--- src/rtl/dual_issue_pkg.sv ---
// rtl/dual_issue_pkg.sv - MIPS decode constants and operand decode helper for the dual-issue queue
//
// Contents:
//   PC_W_DEF / INSTR_W_DEF  default widths of the pipe PC and instruction word
//   OP_* / FUNCT_JR         opcode and funct values recognised by the pairing logic
//   REG_RA                  link register written by jal
//   dec_t / decode()        destination, source and control-transfer decode of one instruction
//                           (a field reads 0 when the instruction does not use it)
package dual_issue_pkg;

    localparam int PC_W_DEF    = 10;
    localparam int INSTR_W_DEF = 32;

    localparam logic [5:0] OP_RTYPE = 6'h00;
    localparam logic [5:0] OP_J     = 6'h02;
    localparam logic [5:0] OP_JAL   = 6'h03;
    localparam logic [5:0] OP_BEQ   = 6'h04;
    localparam logic [5:0] OP_BNE   = 6'h05;
    localparam logic [5:0] OP_ADDI  = 6'h08;
    localparam logic [5:0] OP_SLTI  = 6'h0a;
    localparam logic [5:0] OP_ANDI  = 6'h0c;
    localparam logic [5:0] OP_ORI   = 6'h0d;
    localparam logic [5:0] OP_LW    = 6'h23;
    localparam logic [5:0] OP_SW    = 6'h2b;

    localparam logic [5:0] FUNCT_JR = 6'h08;
    localparam logic [4:0] REG_RA   = 5'd31;

    typedef struct packed {
        logic [4:0] dest;
        logic [4:0] src_a;
        logic [4:0] src_b;
        logic       is_ctrl;
    } dec_t;

    // Register $0 doubles as "no operand": a $0 destination never creates a
    // hazard, so an unused field can safely read 0.
    function automatic dec_t decode(input logic [31:0] instr);
        dec_t d;
        d = '0;
        case (instr[31:26])
            OP_RTYPE: begin
                d.src_a = instr[25:21];
                if (instr[5:0] == FUNCT_JR) begin
                    d.is_ctrl = 1'b1;
                end else begin
                    d.dest  = instr[15:11];
                    d.src_b = instr[20:16];
                end
            end
            OP_ADDI, OP_SLTI, OP_ANDI, OP_ORI, OP_LW: begin
                d.dest  = instr[20:16];
                d.src_a = instr[25:21];
            end
            OP_SW: begin
                d.src_a = instr[25:21];
                d.src_b = instr[20:16];
            end
            OP_BEQ, OP_BNE: begin
                d.src_a   = instr[25:21];
                d.src_b   = instr[20:16];
                d.is_ctrl = 1'b1;
            end
            OP_J:    d.is_ctrl = 1'b1;
            OP_JAL: begin
                d.dest    = REG_RA;
                d.is_ctrl = 1'b1;
            end
            default: ;
        endcase
        return d;
    endfunction

endpackage

--- src/rtl/dual_issue_queue_pair_check.sv ---
// rtl/dual_issue_queue_pair_check.sv - combinational intra-pair hazard check (module pair_check)
//
// Ports:
//   instr1, instr2   in   head and head+1 instructions (program order)
//   pair_ok          out  1 when both may issue together
//   dest1, dest2     out  decoded destinations (0 = none)
//   src2_a, src2_b   out  decoded sources of the second instruction (0 = none)
//   ctrl1            out  first instruction is a control transfer
module pair_check
    import dual_issue_pkg::*;
(
    input  logic [31:0] instr1,
    input  logic [31:0] instr2,
    output logic        pair_ok,
    output logic [4:0]  dest1,
    output logic [4:0]  dest2,
    output logic [4:0]  src2_a,
    output logic [4:0]  src2_b,
    output logic        ctrl1
);

    dec_t dec1;
    dec_t dec2;
    logic raw;
    logic waw;

    assign dec1   = decode(instr1);
    assign dec2   = decode(instr2);
    assign dest1  = dec1.dest;
    assign dest2  = dec2.dest;
    assign src2_a = dec2.src_a;
    assign src2_b = dec2.src_b;
    assign ctrl1  = dec1.is_ctrl;

    assign raw     = (dest1 != 5'd0) && ((dest1 == src2_a) || (dest1 == src2_b));
    assign waw     = (dest1 != 5'd0) && (dest1 == dest2);
    // The delay slot of a control transfer must not share its issue cycle.
    assign pair_ok = !raw && !waw && !ctrl1;

endmodule

--- src/rtl/dual_issue_queue.sv ---
// rtl/dual_issue_queue.sv - fetch buffer and pair-issue stage for the dual-issue pipes
//
// Optional feature: DUAL_ISSUE_STATS_EN builds the stat_dual/stat_single counters;
// otherwise both outputs read 0.
//
// Ports:
//   clk, rst                         clock, asynchronous active-low reset
//   fetch_valid, fetch_valid1        fetch pair present / second word valid
//   fetch_pc, fetch_instr0/1         fetch PC (instr1 at pc+1) and words
//   fetch_ready                      at least two free entries
//   flush, issue_hold                redirect flush, downstream stall
//   issue_valid1/instr1/pc1          slot-1 registered output
//   issue_valid2/instr2/pc2          slot-2 registered output
//   stat_dual, stat_single           issue statistics
module dual_issue_queue
    import dual_issue_pkg::*;
#(
    parameter int DEPTH   = 8,
    parameter int PC_W    = PC_W_DEF,
    parameter int INSTR_W = INSTR_W_DEF
) (
    input  logic               clk,
    input  logic               rst,
    input  logic               fetch_valid,
    input  logic               fetch_valid1,
    input  logic [PC_W-1:0]    fetch_pc,
    input  logic [INSTR_W-1:0] fetch_instr0,
    input  logic [INSTR_W-1:0] fetch_instr1,
    output logic               fetch_ready,
    input  logic               flush,
    input  logic               issue_hold,
    output logic               issue_valid1,
    output logic [INSTR_W-1:0] issue_instr1,
    output logic [PC_W-1:0]    issue_pc1,
    output logic               issue_valid2,
    output logic [INSTR_W-1:0] issue_instr2,
    output logic [PC_W-1:0]    issue_pc2,
    output logic [31:0]        stat_dual,
    output logic [31:0]        stat_single
);

    localparam int PTR_W = $clog2(DEPTH);
    localparam int CNT_W = PTR_W + 1;
    localparam logic [CNT_W-1:0] READY_MAX = CNT_W'(DEPTH - 2);

    logic [INSTR_W-1:0] mem_instr [DEPTH];
    logic [PC_W-1:0]    mem_pc    [DEPTH];

    logic [PTR_W-1:0] wr_ptr;
    logic [PTR_W-1:0] rd_ptr;
    logic [PTR_W-1:0] rd_ptr_nx;
    logic [CNT_W-1:0] count;
    logic [CNT_W-1:0] enq_n;
    logic [CNT_W-1:0] deq_n;
    logic             enq;
    logic             issue_en;
    logic             issue_one;
    logic             issue_two;
    logic             pair_ok;

    logic [4:0] unused_dest1;
    logic [4:0] unused_dest2;
    logic [4:0] unused_src2_a;
    logic [4:0] unused_src2_b;
    logic       unused_ctrl1;

    // Registered count only, so fetch_ready has no path from issue/hold.
    assign fetch_ready = (count <= READY_MAX);
    assign enq         = fetch_valid && fetch_ready && !flush;
    assign issue_en    = !issue_hold && !flush;
    assign rd_ptr_nx   = rd_ptr + PTR_W'(1);

    pair_check u_pair_check (
        .instr1  (mem_instr[rd_ptr][31:0]),
        .instr2  (mem_instr[rd_ptr_nx][31:0]),
        .pair_ok (pair_ok),
        .dest1   (unused_dest1),
        .dest2   (unused_dest2),
        .src2_a  (unused_src2_a),
        .src2_b  (unused_src2_b),
        .ctrl1   (unused_ctrl1)
    );

    assign issue_one = issue_en && (count != '0);
    assign issue_two = issue_one && (count >= CNT_W'(2)) && pair_ok;

    always_comb begin
        enq_n = '0;
        deq_n = '0;
        if (enq) begin
            enq_n = fetch_valid1 ? CNT_W'(2) : CNT_W'(1);
        end
        if (issue_two) begin
            deq_n = CNT_W'(2);
        end else if (issue_one) begin
            deq_n = CNT_W'(1);
        end
    end

    // Storage carries no reset; only pointers and count define what is live.
    always_ff @(posedge clk) begin
        if (enq) begin
            mem_instr[wr_ptr] <= fetch_instr0;
            mem_pc[wr_ptr]    <= fetch_pc;
            if (fetch_valid1) begin
                mem_instr[wr_ptr + PTR_W'(1)] <= fetch_instr1;
                mem_pc[wr_ptr + PTR_W'(1)]    <= fetch_pc + PC_W'(1);
            end
        end
    end

    always_ff @(posedge clk or negedge rst) begin
        if (!rst) begin
            wr_ptr       <= '0;
            rd_ptr       <= '0;
            count        <= '0;
            issue_valid1 <= 1'b0;
            issue_instr1 <= '0;
            issue_pc1    <= '0;
            issue_valid2 <= 1'b0;
            issue_instr2 <= '0;
            issue_pc2    <= '0;
        end else if (flush) begin
            // Whatever was fetched this cycle is dropped: wr_ptr stays put.
            rd_ptr       <= wr_ptr;
            count        <= '0;
            issue_valid1 <= 1'b0;
            issue_valid2 <= 1'b0;
        end else begin
            wr_ptr <= wr_ptr + enq_n[PTR_W-1:0];
            rd_ptr <= rd_ptr + deq_n[PTR_W-1:0];
            count  <= count + enq_n - deq_n;
            if (issue_en) begin
                issue_valid1 <= issue_one;
                issue_valid2 <= issue_two;
                if (issue_one) begin
                    issue_instr1 <= mem_instr[rd_ptr];
                    issue_pc1    <= mem_pc[rd_ptr];
                end
                if (issue_two) begin
                    issue_instr2 <= mem_instr[rd_ptr_nx];
                    issue_pc2    <= mem_pc[rd_ptr_nx];
                end
            end
        end
    end

`ifdef DUAL_ISSUE_STATS_EN
    always_ff @(posedge clk or negedge rst) begin
        if (!rst) begin
            stat_dual   <= '0;
            stat_single <= '0;
        end else if (issue_two) begin
            stat_dual <= stat_dual + 32'd1;
        end else if (issue_one) begin
            stat_single <= stat_single + 32'd1;
        end
    end
`else
    assign stat_dual   = '0;
    assign stat_single = '0;
`endif

endmodule
--- config.mk ---
export PLATFORM = sky130hd
export DESIGN_NAME = dual_issue_queue
export DESIGN_NICKNAME = d
export VERILOG_FILES = /design/src/rtl/dual_issue_pkg.sv /design/src/rtl/dual_issue_queue_pair_check.sv /design/src/rtl/dual_issue_queue.sv
export SDC_FILE = /design/constraint.sdc
export NUM_CORES = 1
export LEC_CHECK = 0
export CORE_MARGIN = 8
export CORE_UTILIZATION = 54
export CTS_CLUSTER_DIAMETER = 50
export CTS_CLUSTER_SIZE = 8
export DETAILED_ROUTE_END_ITERATION = 8
export PLACE_DENSITY = 0.73
export SYNTH_ARGS = -nofsm -noshare
export SYNTH_HDL_FRONTEND = slang
export SYNTH_HIERARCHICAL = 1
export SYNTH_SLANG_ARGS = --single-unit
--- constraint.sdc ---
create_clock -name clk -period 6.85 [get_ports clk]
set_input_delay 1.37 -clock clk [delete_from_list [all_inputs] [get_ports clk]]
set_output_delay 1.37 -clock clk [all_outputs]
set_load 0.01 [all_outputs]
Yosys cells after proc, flatten, opt, wreduce, memory -nomap -nowiden

Memories as Yosys holds them, arrays and structs flattened. A register that Yosys moved wholly into a read port is not among the register bits.
Index checks and enable logic that the tools add are counted.

Register bits after elaboration: 76
Input bits: 80
RAM bits: 336
Bits in latches: 0
ROM bits: 0
Memories kept: 2

Bitwise operators: 1
Multiplexer cells: 24
Shift operators: 0
Divide/modulo/power cells: 0
Equality and inequality tests: 23
$lt $le $gt $ge: 2
Add/sub/neg operators: 7
$mul: 0
Reduce and logical (&&, ||, !) cells: 30

Memory list:

| name      | depth | width | rd ports | clocked after Yosys merged registers in | wr ports | RTL line               | RTL |
|---|---|---|---|---|---|---|---|
| mem_instr | 8     | 32    | 2        | 0                                       | 2        | dual_issue_queue.sv:46 | `logic [INSTR_W-1:0] mem_instr [DEPTH];` |
| mem_pc    | 8     | 10    | 2        | 2                                       | 2        | dual_issue_queue.sv:47 | `logic [PC_W-1:0] mem_pc [DEPTH];` |

Operators by type and width:

| cell                    | count |
|---|---|
| $eq A6 B4 Y1 const B    | 10 |
| $pmux W5 S3             | 2 |
| $eq A6 B3 Y1 const B    | 4 |
| $mux W5                 | 4 |
| $eq A6 B2 Y1 const B    | 3 |
| $eq A6 B6 Y1 const B    | 3 |
| $eq A5 B5 Y1            | 3 |
| $logic_not A6 Y1        | 2 |
| $mux W1                 | 11 |
| $add A10 B1 Y10 const B | 1 |
| $logic_and A1 B1 Y1     | 10 |
| $pmux W5 S2             | 1 |
| $reduce_or A5 Y1        | 2 |
| $reduce_or A9 Y1        | 1 |
| $logic_not A1 Y1        | 7 |
| $add A3 B1 Y3 const B   | 2 |
| $mux W2                 | 3 |
| $reduce_and A3 Y1       | 2 |
| $reduce_bool A5 Y1      | 1 |
| $add A4 B2 Y4           | 1 |
| $ge A4 B2 Y1 const B    | 1 |
| $le A4 B3 Y1 const B    | 1 |
| $mux W4                 | 1 |
| $reduce_bool A4 Y1      | 1 |
| other kinds (10)        | 10 |

Logic depth before layout (Yosys ltp)

Gate-level depths: netlist of the first run.
An unclocked memory read counts as a cell.

Word-level depth: 15
Gate-level depth with buffers: 23

Hierarchy

The synthesis of the first run kept the hierarchy.

By module, submodules not included:

| module           | area each (um^2) | seq. area each (um^2) | instances | cells each |
|---|---|---|---|---|
| dual_issue_queue | 24,444.7         | 12,492.0              | 1         | 1,868 |
| pair_check       | 768.2            | 0.0                   | 1         | 105 |

Worst setup path after synthesis of the first run

Ideal clock, no wire load.

Path kind: register -> register
Start point: register rd_ptr[1]
End point: register count[3]
Buffers on the path: 6
Slack: 1,209 ps
Clock period less this slack: 5,641 ps
Stages on the path, launching flop included: 23
Arrival: 5,509 ps
Cell sequence: dfrtp_1 > buf_2 > buf_4 > buf_2 > buf_2 > mux2i_1 > a221oi_1 > mux2i_1 > a32o_2 > a221o_1 > buf_2 > xor2_1 > or4_1 > o32ai_1 > nor3_1 > nand3_1 > clkbuf_1 > fa_1 > ha_1 > a21o_1 > a21oi_1 > xnor2_1 > nor2_1

RTL lines:

| item                                        | RTL line                          | RTL |
|---|---|---|
| start, declared                             | dual_issue_queue.sv:50            | `logic [PTR_W-1:0] rd_ptr;` |
| start signal, assigned                      | dual_issue_queue.sv:125           | `rd_ptr <= wr_ptr;` |
| start signal, assigned                      | dual_issue_queue.sv:131           | `rd_ptr <= rd_ptr + deq_n[PTR_W-1:0];` |
| $mem_v2 Z8 W32 (*)                          | --                                |  |
| $eq A6 B4 Y1 (tied with other cells)        | --                                |  |
| $reduce_or A5 Y1 or $mux W5 (tied branches) | --                                |  |
| $pmux W5 S3 (*)                             | dual_issue_pkg.sv:41              | `case (instr[31:26])` |
| net unused_dest1[4]                         | dual_issue_queue.sv:61            | `logic [4:0] unused_dest1;` |
| $eq A5 B5 Y1                                | dual_issue_queue_pair_check.sv:35 | `assign raw = (dest1 != 5'd0) && ((dest1 == src2_a) \|\| (dest1 == src2_b));` |
| $logic_or A1 B1 Y1                          | dual_issue_queue_pair_check.sv:35 |  |
| $logic_and A1 B1 Y1                         | dual_issue_queue_pair_check.sv:35 |  |
| $logic_not A1 Y1                            | dual_issue_queue_pair_check.sv:38 | `assign pair_ok = !raw && !waw && !ctrl1;` |
| $logic_and A1 B1 Y1 (*) (2 in series)       | dual_issue_queue_pair_check.sv:38 |  |
| net pair_ok                                 | dual_issue_queue.sv:59            | `logic pair_ok;` |
| $logic_and A1 B1 Y1 (*)                     | dual_issue_queue.sv:85            | `assign issue_two = issue_one && (count >= CNT_W'(2)) && pair_ok;` |
| $mux W2 (*)                                 | dual_issue_queue.sv:93            | `if (issue_two) begin` |
| $sub A4 B4 Y4 (*)                           | dual_issue_queue.sv:132           | `count <= count + enq_n - deq_n;` |
| $mux W4 (*)                                 | dual_issue_queue.sv:123           | `end else if (flush) begin` |
| end signal, assigned                        | dual_issue_queue.sv:132           |  |
| end, declared                               | dual_issue_queue.sv:52            | `logic [CNT_W-1:0] count;` |

Mark *: on every way through the listed nets, which the timed path passes. The rest lies on a longest branch.
A chain may end at the register's enable or synchronous reset.

Final worst setup path of the first run

Ends and elaborated chain as after synthesis.

==> impl_metrics.toml, run 1 <==
[power]
power.switching_mw = 5.24
swShare_pct = 40.0
pwr-share-comb_pct = 49.6
vdd_drop_max_uv = 558
p_clk_share_pct = 22.1
p_int_mw = 7.86
p_seq_share_pct = 28.3
p_leak_nw = 10.7
power.density_mw_per_mm2 = 451

[global_routing]
grt_pass1_wl_um = 114000
antenna_found_initial = 4
grt-ovfl-total = 0
grt_start_max_net_pins = 125
grtUsageTotal_pct = 27.9
grt_pass1_vias = 18200

[sta]
hold_ws_ps = 470
final.setup.tns_ps = 0
hold_viol = 0
report.final.setup_viol = 0
finalCritPeriodShare_pct = 96.6
layout_setup_ws_ps = 234
min_period_ps = 6620
max_freq_mhz = 151
tightest_slew_ps = 1230
rsz0062_at_grt = "no"
report.final.slew_viol_count = 0
slew_headroom_pct = 17.6
finClkSkew_ps = 18.1

[placement]
gp_congestion = 0.891
post-place-ws_ps = 441
hpwl_um = 46900
placedCellCount = 2638
portBuffers = 166

[drt]
drcViolationCount = 0
drt_wl_total_um = 76900
wl_per_cell_um = 27.9
vias = 17800
drt_iter0_markers = 1964
first_pass_iters = 5
ant_nets = 0
avgViaCountPerCell = 6.47

[clock_network]
cts_made_buffers = 61
root_buffer = "clkbuf_16"
clock_path_buffers = 3
htree_levels = 2
clk_pin_slew_ps = 50
postCtsSetupRepairBufs = 0
cts_tree = "built"
clock_sinks = 432
cts.hold.buffers_added = 0
cts_resized = 0
clock_latency_ps = 610

[floorplan]
io_pins = 231
initial_utilization_pct = 54.4
die_h_um = 232
die_w_um = 232
die-area_mm2 = 0.0537
num_rows = 79
core_area_mm2 = 0.0463

[synthesis]
yosysWarnings = 6
synthCells = 1956
syn-cell-area_mm2 = 0.0251
avgSynthCellArea_um2 = 12.9

[setup_path]
cp-start-kind = "register"
worst_setup_path_end_kind = "register"
arrival_ps = 7080
r2r_slack_ps = 230
crit_fanout = 124
critPathKind = "register to register"
worstPathRequired_ps = 7310

[cells_and_area]
nets = 2189
layout-drive-gt1-share_pct = 28.0
final_common_cell = "mux2_2"
syn_to_final_growth_pct = 15.6
stdcell_count = 2752
layout_common_cells = "mux2_2, edfxtp_1, mux2i_1"
utilization_pct = 62.9

[outcome]
status = "completed"

[worst_hold_path]
hp-class = "register to register"

[flow_run]
cap_violations = 0
## registers in the layout, indices dropped and copies added, names as in the netlist, 3 cells and up
register,count
issue_pc1,10
issue_instr2,32
wr_ptr,3
rd_ptr,3
mem_instr,256
count,4
mem_pc,80
issue_pc2,10
issue_instr1,32
## final timing paths
kind,startpoint,end,depth (start not counted)
worst max-delay path,rd_ptr[1]$_DFF_PN0_,count[3]$_DFF_PN0_,19
worst min-delay path,issue_pc1[4]$_DFFE_PN0P_,issue_pc1[4]$_DFFE_PN0P_,2
worst max register to register,rd_ptr[1]$_DFF_PN0_,count[3]$_DFF_PN0_,19
worst min register to register,issue_pc1[4]$_DFFE_PN0P_,issue_pc1[4]$_DFFE_PN0P_,2
max in group asynchronous,rst,rd_ptr[1]$_DFF_PN0_,2
min in group asynchronous,rst,issue_instr1[25]$_DFFE_PN0P_,1
## metal layers
metal,up-vias,GRT usage (%),routed length [um]
met2,970,45.3,36300
li1,7696,-,-
met4,6,10.8,3030
met1,8940,36.4,30100
met3,206,5.80,7330
met5,-,0,34
## critical path, stage by stage, from the launching register on
cell       delay (ps)
dfrtp_4           430
buf_12            670
buf_4             750
mux2_2            290
o22ai_1            80
a221oi_1          310
nor2_1            180
a2111oi_4         540
a221o_1           420
xor2_1            160
or4_1             120
o32ai_1            70
nor3_1            720
nand3_4           180
fa_1              610
ha_1              240
a21o_1            150
a21oi_1           170
xnor2_1           140
nor2_1             50
## per-stage QoR
| step | total power [mW] | cell area (um2) |
|---|---|---|
| detailed placement | 10.1 | 27200 |
| CTS | 13.0 | 29100 |
| finish | 13.1 | 29100 |
| global placement | 10.0 | 27200 |
| global route | 13.6 | 29100 |
| floorplan | 7.81 | 25400 |
## power by group through the flow
stage / Sequential (mW) / Combinational (mW) / Clock [mW]
final: 3.70 / 6.50 / 2.90
after CTS: 3.70 / 6.41 / 2.93
after floorplan: 3.71 / 4.10 / 0
after global placement: 3.72 / 6.28 / 0
after global routing: 3.75 / 6.83 / 3.04
after detailed placement: 3.74 / 6.38 / 0
## layout make-up
cell class | instances | area [um2]
multi-input cells | 1357 | 11800
fillers | 3601 | 17200
flip-flops and latches | 432 | 12500
clock buffers | 109 | 1760
diodes | 1 | 2.50
well taps | 607 | 759
inverters | 17 | 63.8
clock inverters | 4 | 72.6
repair buffers | 225 | 2130
(Power assumes the default switching activity.)
==> inputs of run 2 (changes only) <==
- CORE_UTILIZATION: 54 -> 35
- PLACE_DENSITY: 0.73 -> 0.5
- clock period: 6.85 -> 8.5 ns (I/O delays scaled with it)
==> run 2 against run 1 <==
  * Register-to-register slack improved by 1400 ps
  * Utilization decreased by 21 points
  * Die area increased by 50%
  * Critical endpoint is now rd_ptr[1]$_DFF_PN0_
  * Sequential share of layout area is 1.1 points lower
  * Hold slack hardly changed
  * Fmax is 3.6% lower
  * Global-route usage fell by 7.1 points
==> impl_metrics.toml, run 2 (synthesized netlist as in run 1, its figures left out) <==
[global_routing]
antenna_found_initial = 0
grt_start_max_net_pins = 87
grt_pass1_wl_um = 126000
grt-ovfl-total = 0
grt_pass1_vias = 17800
grtUsageTotal_pct = 20.8

[floorplan]
die-area_mm2 = 0.0807
num_rows = 98
core_area_mm2 = 0.0714
die_w_um = 284
die_h_um = 284
io_pins = 231
initial_utilization_pct = 35.2

[outcome]
status = "completed"

[power]
p_seq_share_pct = 27.8
p_clk_share_pct = 25.3
pwr-share-comb_pct = 46.9
power.switching_mw = 4.36
p_leak_nw = 10.9
vdd_drop_max_uv = 235
p_int_mw = 6.62
swShare_pct = 39.7
power.density_mw_per_mm2 = 368

[clock_network]
cts_made_buffers = 73
cts_tree = "built"
root_buffer = "clkbuf_16"
postCtsSetupRepairBufs = 0
cts_resized = 0
cts.hold.buffers_added = 0
clock_path_buffers = 3
clock_sinks = 432
clock_latency_ps = 600
htree_levels = 3
clk_pin_slew_ps = 50

[cells_and_area]
stdcell_count = 3096
layout-drive-gt1-share_pct = 29.0
design_area_mm2 = 0.0298
nets = 2191
fillers = 6696
layout_common_cells = "mux2_2, edfxtp_1, mux2i_1"
regMostFlops = "mem_instr"
diodes = 0
syn_to_final_growth_pct = 18.7
reg_top3 = "mem_instr x256, mem_pc x80"
final_common_cell = "mux2_2"
largest_reg_flops = 256

[setup_path]
crit_start = "rd_ptr[1]$_DFF_PN0_"
worstPathRequired_ps = 8980
worst_setup_path_end_kind = "register"
r2r_slack_ps = 1640
rr_worst_depth = 17
arrival_ps = 7340
crit_fanout = 86
critPathKind = "register to register"
r2r_end = "rd_ptr[1]$_DFF_PN0_"
r2r-start = "rd_ptr[1]$_DFF_PN0_"
cp-start-kind = "register"

[worst_hold_path]
min_to = "issue_pc1[2]$_DFFE_PN0P_"
min_from = "issue_pc1[2]$_DFFE_PN0P_"
hold_path_depth = 2
hp-class = "register to register"

[sta]
hold_viol = 0
report.final.setup_viol = 0
slew_headroom_pct = 19.0
rsz0062_at_grt = "no"
hold_ws_ps = 471
max_freq_mhz = 146
finClkSkew_ps = 24.0
report.final.slew_viol_count = 0
final.setup.tns_ps = 0
min_period_ps = 6860
tightest_slew_ps = 1210
finalCritPeriodShare_pct = 80.7

[drt]
wl_per_cell_um = 28.2
drt_wl_total_um = 87200
drt_iter0_markers = 1495
first_pass_iters = 7
avgViaCountPerCell = 5.55
drcViolationCount = 0
ant_nets = 0
vias = 17200

[placement]
gp_congestion = 0.832
placedCellCount = 2971
portBuffers = 166
hpwl_um = 53700
dpl_cell_area_mm2 = 0.0276

[flow_run]
cap_violations = 0
## run 2: per-layer routing
| layer | vias to the layer above | part of all wire, % | global-route usage [%] |
|---|---|---|---|
| met1 | 8756 | 44 | 27.8 |
| met4 | 0 | 2.5 | 6.52 |
| met2 | 580 | 48 | 34.4 |
| met5 | - | 0 | 0 |
| li1 | 7695 | - | - |
| met3 | 142 | 5.5 | 3.10 |
## run 2: metrics by stage
stage          setup slack, ps  power, mW  util [%]
6_report                  1640       11.0      41.8
3_5_place_dp              1710       8.24      38.7
2_1_floorplan             2860       6.29         -
5_1_grt                   1220       11.5      41.8
4_1_cts                   1680       11.1      41.8
3_3_place_gp              1820       8.19      38.7
## run 2: critical path: stages (launching register included)
cell     delay [ps]
dfrtp_4         730
ha_4            270
xnor2_1         530
nand2_2         590
o22ai_1         390
nor2_1           80
or4b_1          680
o211a_1         350
a221o_1         390
xnor2_1         130
or4_1           550
o32ai_1         140
nor3_1          140
nand3_4          90
buf_4           790
inv_1           130
fa_1            450
mux2_2          270
## run 2: power groups by stage
| stage | clock, mW | sequential [mW] | combinational, mW |
|---|---|---|---|
| global placement | 0 | 3.09 | 5.10 |
| finish | 2.78 | 3.05 | 5.15 |
| global route | 2.92 | 3.09 | 5.47 |
| floorplan | 0 | 2.99 | 3.30 |
| CTS | 2.83 | 3.06 | 5.17 |
| detailed placement | 0 | 3.09 | 5.15 |
## run 2: how the worst max path moves through the flow
| stage | to | slack, ps | cells after the start |
|---|---|---|---|
| 6_report | rd_ptr[1]$_DFF_PN0_ | 1640 | 17 |
| 5_1_grt | rd_ptr[2]$_DFF_PN0_ | 1220 | 19 |
| 4_1_cts | rd_ptr[1]$_DFF_PN0_ | 1680 | 17 |
| 3_5_place_dp | rd_ptr[1]$_DFF_PN0_ | 1710 | 17 |
| 3_3_place_gp | rd_ptr[1]$_DFF_PN0_ | 1820 | 17 |
| 2_1_floorplan | count[3]$_DFF_PN0_ | 2860 | 22 |
## run 2: layout make-up
| type | count | area, um2 | area share (%) |
|---|---|---|---|
| inverter | 17 | 63.8 | 0.214 |
| clock buffer | 104 | 2000 | 6.72 |
| sequential | 432 | 12500 | 41.9 |
| clock inverter | 21 | 234 | 0.784 |
| tap | 950 | 1190 | 3.98 |
| multi-input combinational | 1357 | 11800 | 39.6 |
| timing repair buffer | 215 | 2040 | 6.83 |
